--- config.mk ---
export PLATFORM = sky130hd
export DESIGN_NAME = hms_display_scan
export DESIGN_NICKNAME = d
export VERILOG_FILES = /design/src/rtl/hms_display_scan_pkg.sv /design/src/rtl/hms_display_scan_seg7_encode.sv /design/src/rtl/hms_display_scan.sv
export SDC_FILE = /design/constraint.sdc
export NUM_CORES = 1
export LEC_CHECK = 0
export CELL_PAD_IN_SITES_DETAIL_PLACEMENT = 0
export CELL_PAD_IN_SITES_GLOBAL_PLACEMENT = 1
export CORE_MARGIN = 8
export CORE_UTILIZATION = 45
export CTS_BUF_LIST = sky130_fd_sc_hd__clkbuf_4 sky130_fd_sc_hd__clkbuf_8
export CTS_CLUSTER_SIZE = 8
export DETAILED_ROUTE_END_ITERATION = 16
export PLACE_DENSITY_LB_ADDON = 0.1
export SLEW_MARGIN = 0
export SYNTH_ARGS = -nofsm -noshare
export SYNTH_HDL_FRONTEND = slang
export SYNTH_HIERARCHICAL = 1
export SYNTH_SLANG_ARGS = --single-unit
--- constraint.sdc ---
create_clock -name clk_i -period 7.12 [get_ports clk_i]
set_input_delay 1.78 -clock clk_i [delete_from_list [all_inputs] [get_ports clk_i]]
set_output_delay 1.78 -clock clk_i [all_outputs]
set_load 0.005 [all_outputs]
--- src/rtl/hms_display_scan_pkg.sv ---
// Shared constants for the six-digit H.M.S multiplexed 7-segment scanner.
// Segment codes are active-low {g,f,e,d,c,b,a}.
package hms_display_scan_pkg;

  localparam int DIGIT_W = 3;
  localparam logic [DIGIT_W-1:0] LAST_DIGIT = 3'd5;

  localparam logic [5:0] SEC_MAX  = 6'd59;
  localparam logic [5:0] MIN_MAX  = 6'd59;
  localparam logic [4:0] HOUR_MAX = 5'd23;

  localparam logic [5:0] AN_OFF = 6'b111111;

  localparam logic [6:0] SEG_0    = 7'b1000000;
  localparam logic [6:0] SEG_1    = 7'b1111001;
  localparam logic [6:0] SEG_2    = 7'b0100100;
  localparam logic [6:0] SEG_3    = 7'b0110000;
  localparam logic [6:0] SEG_4    = 7'b0011001;
  localparam logic [6:0] SEG_5    = 7'b0010010;
  localparam logic [6:0] SEG_6    = 7'b0000010;
  localparam logic [6:0] SEG_7    = 7'b1111000;
  localparam logic [6:0] SEG_8    = 7'b0000000;
  localparam logic [6:0] SEG_9    = 7'b0010000;
  localparam logic [6:0] SEG_DASH = 7'b0111111;
  localparam logic [6:0] SEG_OFF  = 7'b1111111;

  typedef enum logic [1:0] {
    FIELD_SEC  = 2'd0,
    FIELD_MIN  = 2'd1,
    FIELD_HOUR = 2'd2
  } field_e;

  typedef struct packed {
    logic [4:0] hour;
    logic [5:0] min;
    logic [5:0] sec;
  } hms_t;

endpackage

--- src/rtl/hms_display_scan_seg7_encode.sv ---
// Combinational 4-bit code to active-low 7-segment pattern, with a dash override.
module seg7_encode
  import hms_display_scan_pkg::*;
(
  input  logic [3:0] code,
  input  logic       dash,
  output logic [6:0] seg
);

  always_comb begin
    seg = SEG_OFF;
    if (dash) begin
      seg = SEG_DASH;
    end else begin
      case (code)
        4'd0:    seg = SEG_0;
        4'd1:    seg = SEG_1;
        4'd2:    seg = SEG_2;
        4'd3:    seg = SEG_3;
        4'd4:    seg = SEG_4;
        4'd5:    seg = SEG_5;
        4'd6:    seg = SEG_6;
        4'd7:    seg = SEG_7;
        4'd8:    seg = SEG_8;
        4'd9:    seg = SEG_9;
        default: seg = SEG_OFF;
      endcase
    end
  end

endmodule

--- src/rtl/hms_display_scan.sv ---
// Six-digit multiplexed scanner for an H.M.S stopwatch; the time is snapshotted
// once per frame so the scan never shows a mix of old and new values.
module hms_display_scan
  import hms_display_scan_pkg::*;
#(
  parameter int CLK_DIV   = 1000,
  parameter int BLANK_CYC = 2
) (
  input  logic       clk_i,
  input  logic       reset_i,
  input  logic [5:0] sec_i,
  input  logic [5:0] min_i,
  input  logic [4:0] hour_i,
  input  logic       blank_i,
  output logic [5:0] an_o,
  output logic [6:0] seg_o,
  output logic       dp_o,
  output logic       frame_o
);

  localparam int PRE_W = (CLK_DIV > 1) ? $clog2(CLK_DIV) : 1;

  logic [PRE_W-1:0]   pre_cnt;
  logic [PRE_W-1:0]   pre_next;
  logic [DIGIT_W-1:0] digit;
  logic [DIGIT_W-1:0] digit_next;
  hms_t               snap;
  hms_t               snap_next;
  logic               tick;
  logic               frame_wrap;

  field_e     field_sel;
  logic [5:0] field_val;
  logic       field_dash;
  logic [3:0] field_tens;
  logic [3:0] field_units;
  logic [3:0] digit_code;
  logic [6:0] enc_seg;

  assign tick       = (pre_cnt == PRE_W'(CLK_DIV - 1));
  assign frame_wrap = tick && (digit == LAST_DIGIT);
  assign pre_next   = tick ? '0 : pre_cnt + 1'b1;

  always_comb begin
    digit_next = digit;
    if (tick) begin
      digit_next = (digit == LAST_DIGIT) ? '0 : digit + 1'b1;
    end
  end

  // The frame-boundary tick must already encode digit 0 from the fresh sample.
  always_comb begin
    snap_next = snap;
    if (frame_wrap) begin
      snap_next.sec  = sec_i;
      snap_next.min  = min_i;
      snap_next.hour = hour_i;
    end
  end

  always_comb begin
    field_sel  = field_e'(digit_next[2:1]);
    field_val  = '0;
    field_dash = 1'b0;
    case (field_sel)
      FIELD_SEC: begin
        field_val  = snap_next.sec;
        field_dash = (snap_next.sec > SEC_MAX);
      end
      FIELD_MIN: begin
        field_val  = snap_next.min;
        field_dash = (snap_next.min > MIN_MAX);
      end
      default: begin
        field_val  = {1'b0, snap_next.hour};
        field_dash = (snap_next.hour > HOUR_MAX);
      end
    endcase
    field_tens  = 4'(field_val / 6'd10);
    field_units = 4'(field_val % 6'd10);
    digit_code  = digit_next[0] ? field_tens : field_units;
  end

  seg7_encode u_seg7_encode (
    .code (digit_code),
    .dash (field_dash),
    .seg  (enc_seg)
  );

  always_ff @(posedge clk_i or posedge reset_i) begin
    if (reset_i) begin
      pre_cnt <= '0;
      digit   <= '0;
      snap    <= '0;
      an_o    <= AN_OFF;
      seg_o   <= SEG_OFF;
      dp_o    <= 1'b1;
      frame_o <= 1'b0;
    end else begin
      pre_cnt <= pre_next;
      digit   <= digit_next;
      snap    <= snap_next;
      frame_o <= frame_wrap;
      if (blank_i || (pre_next < PRE_W'(BLANK_CYC))) begin
        an_o <= AN_OFF;
      end else begin
        an_o <= ~(6'b000001 << digit_next);
      end
      if (tick) begin
        seg_o <= enc_seg;
        dp_o  <= !((digit_next == 3'd2) || (digit_next == 3'd4));
      end
    end
  end

endmodule

# Word-level counts from Yosys, hierarchy flattened
# Memory sizes are Yosys's and may differ from the RTL's.
# Cells that the tools add are included.
# word_totals
regBits	45
in_bits	20
n_memories	1
romBits	112
output_inout_bits	15
word_cells	39
# op_classes
eq_ne	5
bitwise_logic	1
div_mod_pow	2
n_mux	9
addsub	2
order_cmp	4
n_shift	1
n_reduce_logical	5
# mem_list
name	depth	width	rd	rd_clocked_by_memory_dff	wr	line_no	text
(no name shown)	16	7	1	0	0	hms_display_scan_seg7_encode.sv:15	case (code)
# op_table
cell	n
17-bit 2-to-1 mux	1
6-bit greater-than comparator (second input constant)	2
6-bit case mux with 2 select lines	1
10-bit by 1-bit adder with 10-bit output (second input constant)	1
10-bit == test (second input constant)	1
10-bit by 2-bit < comparator with 1-bit output (second input constant)	1
10-bit 2-to-1 mux	1
7-bit 2-to-1 mux	1
6-bit by 4-bit divider with 6-bit output (second input constant)	1
3-bit == test (second input constant)	2
6-bit by 4-bit remainder unit with 6-bit output (second input constant)	1
3-bit 2-to-1 mux	2
6-bit 2-to-1 mux	1
6-bit inverter	1
1-bit by 3-bit << shifter with 6-bit output (first input constant)	1
5-bit greater-than comparator (second input constant)	1
4-bit 2-to-1 mux	1
3-bit by 1-bit adder with 3-bit output (second input constant)	1
3-bit by 2-bit == test with 1-bit output (second input constant)	1
2-bit by 1-bit == test with 1-bit output (second input constant)	1
2-bit logical NOT	1
1-bit logical OR	2
1-bit case mux with 2 select lines	1
1-bit logical AND	1
1-bit logical NOT	1

# Depth between registers and ports, before layout
# An unclocked memory read counts as a cell.
# logic_depth
ltp_word	9
ltp_mapped	25
depth_no_buf	21

# By module
# Netlist, hierarchy kept.
# by_module_without_submodules
mod	area_each_um2	cells_per_inst	instances
hms_display_scan	2721.4	278	1
seg7_encode	244.0	35	1

# Least setup slack after synthesis
# No wires, ideal clock.
# synth_path
path_type	input to register
startpoint	in sec_i[2]
endpoint	reg seg_o[6]
arrival_time_ns	4.542
setup_slack_ns	2.502
required_ns	7.044
setup_ns	0.076
stages	16
cell_sequence	mux2_2 > mux2_2 > mux2i_2 > inv_1 > ha_1 > inv_1 > o2111ai_1 > a21boi_1 > a211o_1 > a31o_1 > ha_1 > or2b_1 > a21oi_1 > nor3_2 > nand2_1 > nand2_1
# synth_via
elab_chain_len	6
# synth_rtl
element	line_no	text
from (decl)	hms_display_scan.sv:11	input logic [5:0] sec_i,
17-bit 2-to-1 mux (*)	hms_display_scan.sv:54	if (frame_wrap) begin
6-bit case mux with 2 select lines (*)	hms_display_scan.sv:65	case (field_sel)
6-bit by 4-bit remainder unit with 6-bit output or 6-bit by 4-bit divider with 6-bit output (tied branches)	hms_display_scan.sv:80, hms_display_scan.sv:79	
4-bit 2-to-1 mux (*)	hms_display_scan.sv:81	digit_code = digit_next[0] ? field_tens : field_units;
named net digit_code[1]	hms_display_scan.sv:37	logic [3:0] digit_code;
memory read 16 x 7 bit (*)	n/a	
7-bit 2-to-1 mux (*)	hms_display_scan_seg7_encode.sv:12	if (dash) begin
named net enc_seg[6]	hms_display_scan.sv:38	logic [6:0] enc_seg;
to (signal assigned)	hms_display_scan.sv:110	seg_o <= enc_seg;
to (decl)	hms_display_scan.sv:16	output logic [6:0] seg_o,
# Mark *: on every way through the listed nets, which the timed path passes. The rest lies on a longest branch.
# A chain may end at the register's enable or synchronous reset.

# Worst setup path in the final report
# layout_path
startpoint	in sec_i[5]
endpoint	reg seg_o[0]
# The elaborated chain is that of the path after synthesis.

==> impl_metrics.yaml <==
floorplan:
  io_pins: 35
  start_util_pct: 46.7
  coreArea_mm2: 0.00635
  dieHeight_um: 97.2
  die-width_um: 97.2
  die_area_mm2: 0.00944
  rows: 29
power:
  combPwrFrac_pct: 3.8
  power.density_mw_per_mm2: 140
  totalPowerFinal_w: 0.000480
  p_switching_w: 0.0000950
  p_leak_nw: 1.46
  internal_power_w: 0.000385
  seqPwrFrac_pct: 53.4
  irDropWorstVdd_uv: 91.2
  swShare_pct: 19.8
  clockPowerShare_pct: 42.8
yosys:
  syn_avg_cell_area_um2: 9.47
  synth-main-ff-cell: "dfrtp_1"
  synth_compound_area_share_pct: 13.8
  synth_warnings: 6
  synth_top_family_by_area: "simple AND/OR/NAND/NOR gates"
  synthArstFlopShare_pct: 100
  synth_seq_area_share_pct: 38.6
  synth_nets: 342
  synth_edf_count: 0
  synthSimpleGateAreaFrac_pct: 20.9
  netlist_instances: 313
  synthAdderAreaFrac_pct: 3.80
  synthMuxAreaShare_pct: 14.6
  ys_types: 60
  syn-cell-area_mm2: 0.00297
  synth_seq_cells: 45
  synth_xor_area_share_pct: 3.25
clock_tree:
  clk_latency_ns: 0.30
  cts_sinks: 45
  cts_setup_buffers: 0
  cts_tree: "built"
  numCtsBuffers: 5
  clockBufferDepth: 2
  hold_buffers: 0
  htree_levels: 2
  cts_root_buf: "clkbuf_8"
  clk_pin_slew_ns: 0.09
  ctsResizeCount: 0
final_layout:
  area_growth_pct: 15.9
  final_util_pct: 54.1
  drive_gt1_share_pct: 17.6
  layout_commonest_cell: "nand2_1"
  final_cell_mix: "43 x nand2_1, 34 x clkdlybuf4s50_1, 31 x dfrtp_1, 22 x mux2_2, 20 x nor2_1"
  fin_cells: 418
  nNetsFinal: 369
  antenna_cells: 0
global_route:
  grtUsageTotal_pct: 13.9
  grt_pass1_wl_mm: 11.1
  grt.overflow.total: 0
  grt_pass1_vias: 2234
  grt_max_degree: 46
  antenna_found_initial: 0
sta:
  rsz0062_at_grt: "no"
  finalSetupViolCount: 0
  slew_headroom_pct: 18.4
  tns_ns: 0
  finalClockSkew_ns: 0.00746
  hold_viol: 0
  period_minus_slack_ns: 5.48
  worst_slew_pin_slew_ns: 1.21
  final.period_utilization_pct: 77.0
  fmax_mhz: 182
  slew_violations: 0
route:
  finalWirelength_mm: 6.68
  vias_per_cell: 5.66
  postRouteAntennaNets: 0
  drtPass1Iterations: 4
  drc_errors: 0
  drtIter0Drc: 88
  wl_per_cell_um: 16.0
  dr_total_vias: 2364
worst_setup_path:
  cp_max_fo: 12
  criticalPathCategory: "in2reg"
  end_kind: "register"
  required_ns: 7.36
  cp.arrival_ns: 5.72
  worstSetupStartpointType: "primary input"
place:
  dp_cells: 410
  io_buffers: 34
  place_hpwl_mm: 4.91
  gp_congestion: 0.812
job:
  maxCapViolations: 0
status:
  outcome: "completed"
worst_hold_path:
  hp-class: "reg2reg"
==> sequential cells by signal (all words and copies together), names as in the netlist <==
| name | cells |
|---|---|
| an_o | 6 |
| digit | 3 |
| dp_o | 1 |
| frame_o | 1 |
| pre_cnt | 10 |
| seg_o | 7 |
| snap | 17 |
==> power groups by stage <==
stage               Sequential, W  Combinational (W)  Clock [W]
global route             0.000256          0.0000204   0.000222
detailed placement       0.000261          0.0000186          0
finish                   0.000256          0.0000182   0.000205
CTS                      0.000256          0.0000188   0.000213
floorplan                0.000261         0.00000522          0
global placement         0.000261          0.0000185          0
==> cell usage after synthesis (3+ instances only) <==
| library cell | n | area, um^2 |
|---|---|---|
| nor2_1 | 20 | 75.1 |
| nand2b_1 | 5 | 31.3 |
| and3_1 | 7 | 43.8 |
| a31oi_1 | 5 | 31.3 |
| buf_2 | 4 | 20.0 |
| mux2i_1 | 16 | 160 |
| buf_6 | 4 | 45.0 |
| nor3_1 | 6 | 30.0 |
| o21ai_0 | 14 | 70.1 |
| nand2_1 | 43 | 161 |
| nand3_1 | 9 | 45.0 |
| xor2_1 | 5 | 43.8 |
| o21a_1 | 3 | 22.5 |
| nand4_1 | 5 | 31.3 |
| mux2_2 | 22 | 248 |
| dfstp_2 | 14 | 368 |
| dfrtp_1 | 31 | 776 |
| o21ai_1 | 5 | 25.0 |
| ha_1 | 9 | 113 |
| inv_1 | 14 | 52.6 |
| clkbuf_1 | 6 | 22.5 |
| or3_1 | 3 | 18.8 |
| and4_1 | 3 | 26.3 |
| a21oi_1 | 11 | 55.1 |
| xnor2_1 | 6 | 52.6 |
==> critical path, stage by stage <==
cell	delay [ns]
clkdlybuf4s50_1	0.42
mux2i_1	0.13
o2bb2ai_1	0.09
mux2_2	0.32
o21a_1	0.19
a21oi_1	0.23
ha_1	0.17
inv_1	0.06
nor2_1	0.10
nand4_1	0.12
nand2_2	0.14
inv_1	0.05
ha_1	0.27
o311ai_1	1.02
mux2_1	0.39
nor2_1	0.09
o21bai_1	0.06
nand2_1	0.05
nand2_1	0.04
==> metrics by stage <==
stage	area (um^2)	hold WS (ns)	setup slack, ns
after floorplan	2970	0.424	2.50
after CTS	3440	0.463	1.66
after detailed placement	3320	0.449	1.33
final	3440	0.456	1.64
after global routing	3440	0.484	1.30
after global placement	3320	0.442	1.43
==> path summary, 6_finish.rpt <==
path                       startpoint          to  slack [ns]  depth (start not counted)
hold / removal             pre_cnt[0]  pre_cnt[0]        0.46                          1
setup / recovery             sec_i[5]    seg_o[0]        1.64                         19
min in group asynchronous     reset_i     snap[7]        2.00                          2
hold reg to reg            pre_cnt[0]  pre_cnt[0]        0.46                          1
setup reg to reg             digit[1]    seg_o[0]        1.87                         19
max in group asynchronous     reset_i  pre_cnt[1]        4.53                          2
==> final cells by class <==
class	count	area, um^2
clock buffers	7	90.1
clock inverters	1	30.0
fillers	584	2910
inverters	14	52.6
multi-input cells	238	1670
flip-flops and latches	45	1140
well taps	77	96.3
repair buffers	36	355
==> cell families (layout without fill, tap and decap cells) <==
logic type / count (synthesis) / after routing
and+or+nand+nor: 117 / 117
adders and majority gates: 9 / 9
xor gates and xnor gates: 11 / 11
buffers and inverters: 30 / 58
DFF: 45 / 45
AOI/OAI and AO/OA: 61 / 61
muxes: 40 / 40
==> routing by layer <==
metal	global-route usage, %	share of wire, %	vias to the layer above
met4	4.62	0.96	0
li1	-	-	1162
met1	18.6	48	1156
met5	0	0	-
met3	1.92	3.6	6
met2	22.3	47	40
(Power assumes the default switching activity.)
